File: config.mk
export PLATFORM = sky130hd
export DESIGN_NAME = instr_fetch_ctrl
export DESIGN_NICKNAME = d
export VERILOG_FILES = /design/src/rtl/instr_fetch_ctrl.sv
export SDC_FILE = /design/constraint.sdc
export NUM_CORES = 1
export LEC_CHECK = 0
export BUFFER_PORTS_ARGS = -buffer_cell sky130_fd_sc_hd__buf_2
export CORE_MARGIN = 10
export CORE_UTILIZATION = 57
export DETAILED_ROUTE_END_ITERATION = 8
export PLACE_DENSITY = 0.85
export SETUP_SLACK_MARGIN = 0.15
export SLEW_MARGIN = 15
export SYNTH_ARGS = -nofsm -noshare
export SYNTH_HDL_FRONTEND = slang
export SYNTH_SLANG_ARGS = --single-unit
export TNS_END_PERCENT = 10
File: constraint.sdc
create_clock -name clk -period 7.2 [get_ports clk]
set_input_delay 0 -clock clk [delete_from_list [all_inputs] [get_ports clk]]
set_output_delay 0 -clock clk [all_outputs]
set_load 0.02 [all_outputs]
File: src/rtl/instr_fetch_ctrl.sv
// Instruction fetch controller: owns the fetch PC, reads a combinational
// big-endian word memory, buffers words in a small in-order queue and hands
// {pc, instr} to decode over valid/ready. Redirects flush the queue; a bad
// fetch or redirect address parks the controller in a sticky fault state.
module instr_fetch_ctrl #(
  parameter int unsigned   AW        = 8,
  parameter int unsigned   MEM_BYTES = 128,
  parameter logic [AW-1:0] RESET_PC  = '0,
  parameter int unsigned   QDEPTH    = 2
) (
  input  logic          clk,
  input  logic          rst_n,
  output logic [AW-1:0] imem_addr,
  input  logic [31:0]   imem_data,
  input  logic          redirect_valid,
  input  logic [AW-1:0] redirect_pc,
  input  logic          halt_req,
  output logic          out_valid,
  input  logic          out_ready,
  output logic [31:0]   out_instr,
  output logic [AW-1:0] out_pc,
  output logic          fault
);

  localparam int unsigned   CW   = $clog2(QDEPTH + 1);
  localparam logic [CW-1:0] QD   = CW'(QDEPTH);
  localparam int unsigned   LAST = MEM_BYTES - 4;

  typedef enum logic [1:0] {IDLE, RUN, HALT, FAULT} state_t;

  state_t        state, state_nx;
  logic [AW-1:0] fetch_pc, pc_nx;
  logic [AW-1:0] q_pc    [QDEPTH];
  logic [31:0]   q_instr [QDEPTH];
  logic [CW-1:0] count;
  logic [CW-1:0] wr_idx;
  logic          deq, enq, flush;
  logic          pc_good, tgt_good;

  // A word fetch is legal only when aligned and fully inside the memory.
  function automatic logic addr_good(input logic [AW-1:0] a);
    return (a[1:0] == 2'b00) && (32'(a) <= LAST);
  endfunction

  assign pc_good   = addr_good(fetch_pc);
  assign tgt_good  = addr_good(redirect_pc);
  assign imem_addr = fetch_pc;
  assign out_valid = (count != '0);
  assign out_pc    = q_pc[0];
  assign out_instr = q_instr[0];
  assign fault     = (state == FAULT);
  assign wr_idx    = count - CW'(deq);

  // Next state, next PC and queue push/pop decisions; redirect overrides all.
  always_comb begin
    state_nx = state;
    pc_nx    = fetch_pc;
    deq      = 1'b0;
    enq      = 1'b0;
    flush    = 1'b0;
    if (state != IDLE) deq = out_valid && out_ready;
    unique case (state)
      IDLE:  state_nx = RUN;
      RUN: begin
        if (!pc_good) begin
          state_nx = FAULT;
        end else begin
          enq = (count < QD) || deq;
          if (halt_req) state_nx = HALT;
        end
      end
      HALT:  if (!halt_req) state_nx = RUN;
      FAULT: state_nx = FAULT;
      default: state_nx = IDLE;
    endcase
    if (enq) pc_nx = fetch_pc + AW'(4);
    if ((state != IDLE) && redirect_valid) begin
      flush = 1'b1;
      deq   = 1'b0;
      enq   = 1'b0;
      pc_nx = redirect_pc;
      if (!tgt_good)     state_nx = FAULT;
      else if (halt_req) state_nx = HALT;
      else               state_nx = RUN;
    end
  end

  // State and fetch PC registers.
  always_ff @(posedge clk or negedge rst_n) begin
    if (!rst_n) begin
      state    <= IDLE;
      fetch_pc <= RESET_PC;
    end else begin
      state    <= state_nx;
      fetch_pc <= pc_nx;
    end
  end

  // Shift queue with the head always in slot 0; slot 0 is left untouched when
  // the queue empties so the outputs hold the last head value.
  always_ff @(posedge clk or negedge rst_n) begin
    if (!rst_n) begin
      count <= '0;
      for (int unsigned i = 0; i < QDEPTH; i++) begin
        q_pc[i]    <= '0;
        q_instr[i] <= '0;
      end
    end else if (flush) begin
      count <= '0;
    end else begin
      count <= count + CW'(enq) - CW'(deq);
      for (int unsigned i = 0; i < QDEPTH; i++) begin
        if (enq && (CW'(i) == wr_idx)) begin
          q_pc[i]    <= fetch_pc;
          q_instr[i] <= imem_data;
        end else if (deq && (CW'(i + 1) < count)) begin
          q_pc[i]    <= q_pc[(i + 1 < QDEPTH) ? i + 1 : i];
          q_instr[i] <= q_instr[(i + 1 < QDEPTH) ? i + 1 : i];
        end
      end
    end
  end

endmodule

Word-level counts from Yosys, hierarchy flattened
Cells that the tools add are included.
{ "totals": {"register_bits": 92, "latch_bits": 0, "ram_bits": 0, "romBits": 0, "input_bits": 45, "output_inout_bits": 50, "wordCells": 61, "n_memories": 0} }
{ "op_classes": {"n_addsub": 4, "n_mul": 0, "div_mod_pow": 0, "magnitude_cmp": 4, "eq_ne": 6, "n_shift": 0, "n_mux": 20, "bitwise": 1, "reduce_logical": 19} }
{ "op_table": {"columns": ["op", "count"], "rows": [
  ["32-bit two-way mux", 2],
  ["8-bit two-way mux", 4],
  ["8-bit by 7-bit <= comparator with 1-bit output, second input constant", 2],
  ["2-bit two-way mux", 7],
  ["8-bit by 3-bit adder with 8-bit output, second input constant", 1],
  ["2-bit zero test", 4],
  ["2-bit case mux with 4 select lines", 1],
  ["2-bit nonzero test", 4],
  ["1-bit logical AND", 7],
  ["1-bit two-way mux", 6],
  ["2-bit AND reduction", 3],
  ["2-bit == test, second input constant", 2],
  ["4-bit inequality test, second input constant", 1],
  ["2-bit by 1-bit subtractor with 2-bit output", 2],
  ["3-bit inequality test, second input constant", 1],
  ["2-bit by 1-bit adder with 2-bit output", 1],
  ["1-bit by 2-bit == test with 1-bit output, first input constant", 1],
  ["2-bit by 1-bit == test with 1-bit output, second input constant", 1],
  ["1-bit by 2-bit < comparator with 1-bit output, first input constant", 1],
  ["2-bit < comparator, second input constant", 1],
  ["1-bit logical OR", 1],
  ["1-bit inverter", 1]
]} }

Depth between registers and ports, before layout
{ "depth": {"word_depth": 10, "mapped_depth": 10, "depth_no_buf": 9} }

Worst setup path after synthesis
No wires, ideal clock.
{ "synth_path": {"kind": "reg2reg", "startpoint": "reg fetch_pc[1] (netlist: imem_addr[1])", "endpoint": "reg count[1]", "arrival_ns": 2.239, "slack_ns": 4.828, "stages_incl_launch_ff": 10, "n_path_buf": 0, "period_less_slack_ns": 2.372, "path_cell_list": "dfrtp_1 -> or4b_4 -> a2111oi_4 -> inv_2 -> ha_1 -> inv_1 -> ha_1 -> xnor2_1 -> xnor2_1 -> nor2_1"} }
{ "synth_via": {"elab_chain_len": 8, "elab_cells_between_ends": 9, "cone_classes": "add/sub (2); order compare (1); mux (4); reduce/logical (2)"} }
{ "synth_rtl": {"columns": ["element", "line", "text"], "rows": [
  ["from (decl)", "32", "logic [AW-1:0] fetch_pc, pc_nx;"],
  ["from (signal assigned)", "95", "fetch_pc <= pc_nx;"],
  ["8-bit by 7-bit <= comparator with 1-bit output / 2-bit zero test (equally long branches)", "42", "return (a[1:0] == 2'b00) && (32'(a) <= LAST);"],
  ["1-bit logical AND *", "42", null],
  ["1-bit two-way mux *", "65", "if (!pc_good) begin"],
  ["1-bit two-way mux *", "62", "unique case (state)"],
  ["1-bit two-way mux *", "77", "if ((state != IDLE) && redirect_valid) begin"],
  ["2-bit by 1-bit adder with 2-bit output *", "111", "count <= count + CW'(enq) - CW'(deq);"],
  ["2-bit by 1-bit subtractor with 2-bit output *", "111", null],
  ["2-bit two-way mux *", "108", "end else if (flush) begin"],
  ["to (signal assigned)", "111", null],
  ["to (decl)", "35", "logic [CW-1:0] count;"]
]} }
Mark *: on every way between the ends. The rest lies on a longest branch, timed or not.
A chain may end at the register's enable or synchronous reset.

Final worst setup path
{ "layout_path": {"startpoint": "reg state[1]", "endpoint": "reg q_pc[4] (netlist bit)"} }
{ "layout_via": {"elab_chain_len": 8, "elab_cells_between_ends": 15, "cone_classes": "add/sub (1); eq/ne (2); mux (6); bitwise (1); reduce/logical (5)"} }
{ "layout_rtl": {"columns": ["element", "line", "text"], "rows": [
  ["from (decl)", "31", "state_t state, state_nx;"],
  ["from (signal assigned)", "94", "state <= state_nx;"],
  ["parallel branches: the longest is 7 deep, another holds 2-bit by 1-bit subtractor with 2-bit output", null, null],
  ["2-bit AND reduction (no line) *", null, null],
  ["to (signal, indexed assignment)", "114", "q_pc[i] <= fetch_pc;"],
  ["to (signal, indexed assignment)", "117", "q_pc[i] <= q_pc[(i + 1 < QDEPTH) ? i + 1 : i];"],
  ["to (decl)", "33", "logic [AW-1:0] q_pc [QDEPTH];"]
]} }
Every way passes the cells marked *.

==> flow_summary.yaml <==
yosys:
  synth_top_family_by_area: "multiplexers"
  ys_top_cells_by_area: "dfrtp_1 (53%), mux2i_1 (9.5%), mux2_2 (8.9%), buf_4 (7.6%), a21oi_1 (4.4%)"
  synth.avg_cell_area_um2: 11.44
  synth_edf_count: 0
  synth_compound_area_share_pct: 8.360
  yosysMostFrequentCell: "dfrtp_1"
  synth_fp_nets: 427
  synth_top_area_share_pct: 53.23
  yosys_register_bits: 92
  synth_cells: 378
  synth_adder_area_share_pct: 1.157
  yosys.area_share.simple_pct: 7.984
  yosys-top-cells-count: "dfrtp_1 (92), nor2_1 (49), buf_4 (44), mux2i_1 (41), a21oi_1 (38)"
  synthXorXnorAreaFrac_pct: 0.4050
  synth_mux_area_share_pct: 19.12
  yosysTopAreaCell: "dfrtp_1"
  synthArstFlopShare_pct: 100.0
  ys_types: 40
  synth_area_um2: 4325
  synthFlopType: "dfrtp_1"
  seq_area_frac_synth_pct: 53.23
  yosysWarnings: 0
sta:
  tightest_slew_ns: 1.116
  finalHoldViolations: 0
  setup_viol: 0
  hold_slack_ns: 0.1103
  maxSlewViolCount: 0
  rsz0062_at_grt: "no"
  fin_crit_ns: 3.234
  maxClockFrequency_mhz: 309.2
  slew_headroom_pct: 25.44
  fin_crit_sh_pct: 44.92
  finalSetupTns_ns: 0
  fin_skew_ns: 0.008891
setup_path:
  rr_endpoint: "q_pc[4]"
  worstPathRequired_ns: 7.43
  crit_arrival_ns: 3.46
  crit_fanout: 40
  end_kind: "flop"
  crit_type: "reg2reg"
  critPathLaunchType: "flop"
  r2r_setup_slack_ns: 3.97
  reg2regPathDepth: 7
  rr_startpoint: "state[1]"
floorplan:
  die_w_um: 107.1
  die-area_um2: 11470
  io_pins: 95
  core_um2: 7331
  rows: 31
  start_util_pct: 59.00
  die_h_um: 107.1
routing:
  wl_um: 9279
  wire_per_inst_um: 16.17
  viasPerCell: 5.242
  drt-initial-drc-count: 108
  drc_errors: 0
  vias: 3009
  dr.pass1.iters: 4
  detail-route-antenna-nets: 0
worst_hold_path:
  hold_class: "in2reg"
  hold_start: "redirect_valid"
  min_path_cells: 3
  hold-path-endpoint: "state[0]"
grt:
  grt_remaining_overflow: 0
  grt.total_usage_pct: 16.66
  grt_busiest_layer: "met2"
  grt_pass1_wl_um: 15640
  grt_max_degree: 76
  gr-usage-met1_pct: 21.26
  use_met2_pct: 25.48
  met3_usage_pct: 6.467
  antenna_found_initial: 1
  grt_pass1_vias: 3206
finish:
  nets: 518
  stdcell_area_um2: 5223
  multi_input_area_um2: 1632
  nFillCells: 528
  final_util_pct: 71.24
  drive_gt1_share_pct: 32.91
  area_delta_synth_final_pct: 20.74
  seqCellArea_um2: 2302
clock_tree:
  clock-sinks: 92
  cts_root_buf: "clkbuf_8"
  tritoncts: "built"
  cts_resized: 0
  numCtsBuffers: 9
  clkLatencyLatePin_ns: 0.35
  clkTransAtPathRegs_ns: 0.08
  htree_levels: 3
  clock_path_buffers: 2
placement:
  dpl_cell_area_um2: 4579
  finalWeightedCongestion: 0.7954
  port_buffers: 94
  dpl.hpwl_um: 5934
pwr:
  leakagePower_nw: 2.583
  power.switching_w: 0.0003671
  comb_power_share_pct: 20.6
  swShare_pct: 29.73
  powerDensity_nw_per_um2: 236.4
  irDropWorstVdd_v: 0.0001313
  seqPwrFrac_pct: 49.6
  fin_total_pwr_w: 0.001235
  pwr-share-clk_pct: 29.9
  p_int_w: 0.0008675
outcome:
  status: "completed"
job:
  drv_cap: 0
[state kept, by name, summed over array words and instances, names as in the netlist]
register / flops
imem_addr: 8
state: 2
out_instr: 32
q_pc: 8
count: 2
q_instr: 32
out_pc: 8
[cell usage in the layout (no fill, tap or decap), types with 4 or more instances in the layout]
cell type and n:
ha_1 4, dlygate4sd3_1 42, inv_1 6, buf_4 4
dfrtp_1 92, buf_2 93, mux2_2 34, clkbuf_8 12
a21oi_1 38, nand2_1 13, mux2i_1 41, nor2_1 48
[power by group through the flow]
stage | sequential [W] | clock (W) | combinational, W
6_report | 0.000612 | 0.000369 | 0.000254
5_1_grt | 0.000618 | 0.000402 | 0.000278
4_1_cts | 0.000610 | 0.000380 | 0.000255
3_5_place_dp | 0.000620 | 0 | 0.000238
3_3_place_gp | 0.000617 | 0 | 0.000232
2_1_floorplan | 0.000614 | 0 | 0.000209
[final cells by class]
type | instances | share of cell area (%)
clock buffers | 12 | 3.162
diodes | 1 | 0.04792
inverters | 7 | 0.5031
well taps | 99 | 2.372
repair buffers | 139 | 17.54
clock inverters | 4 | 1.054
multi-input cells | 220 | 31.24
flip-flops and latches | 92 | 44.08
[stage by stage]
step / cells / setup slack [ns]
floorplan: 378 / 4.828
global placement: 515 / 4.082
finish: 574 / 3.966
global route: 574 / 3.744
CTS: 573 / 3.952
detailed placement: 515 / 3.963
[kinds of logic (layout without fill, tap and decap cells)]
group / after synthesis / count (layout)
other cells: 0 / 1
simple gates: 79 / 79
mux: 78 / 78
flops: 92 / 92
buf+inv: 66 / 162
fa+ha+maj: 4 / 4
compound gates: 57 / 57
xor+xnor: 2 / 2
[how the worst max path moves through the flow]
stage,startpoint,slack [ns],depth (start not counted),endpoint
after floorplan,imem_addr[1],4.83,9,count[1]
after global placement,state[1],4.08,7,q_instr[10]
after detailed placement,state[1],3.96,7,q_instr[16]
after CTS,state[1],3.95,7,q_instr[16]
after global routing,state[1],3.74,7,q_instr[16]
final,state[1],3.97,7,q_pc[4]
[timing repair]
action                    CTS  global route
setup buffers               0             0
hold endpoints to repair  121             0
hold buffers               42             0
[critical path, stage by stage (launching register included)]
cell	delay (ns)
dfrtp_1	0.51
o21ai_0	0.27
a211oi_1	0.34
ha_1	0.24
o2111a_1	0.25
o211ai_1	0.16
nor2_4	0.90
mux2_2	0.42
[metal layers]
layer	up-vias	routed length (um)	share of wire, %
met5	-	0	0
met3	14	713	7.7
met4	0	114	1.2
li1	1447	-	-
met1	1445	4166	45
met2	103	4284	46
Note: power is estimated with default switching activity, not from simulation.
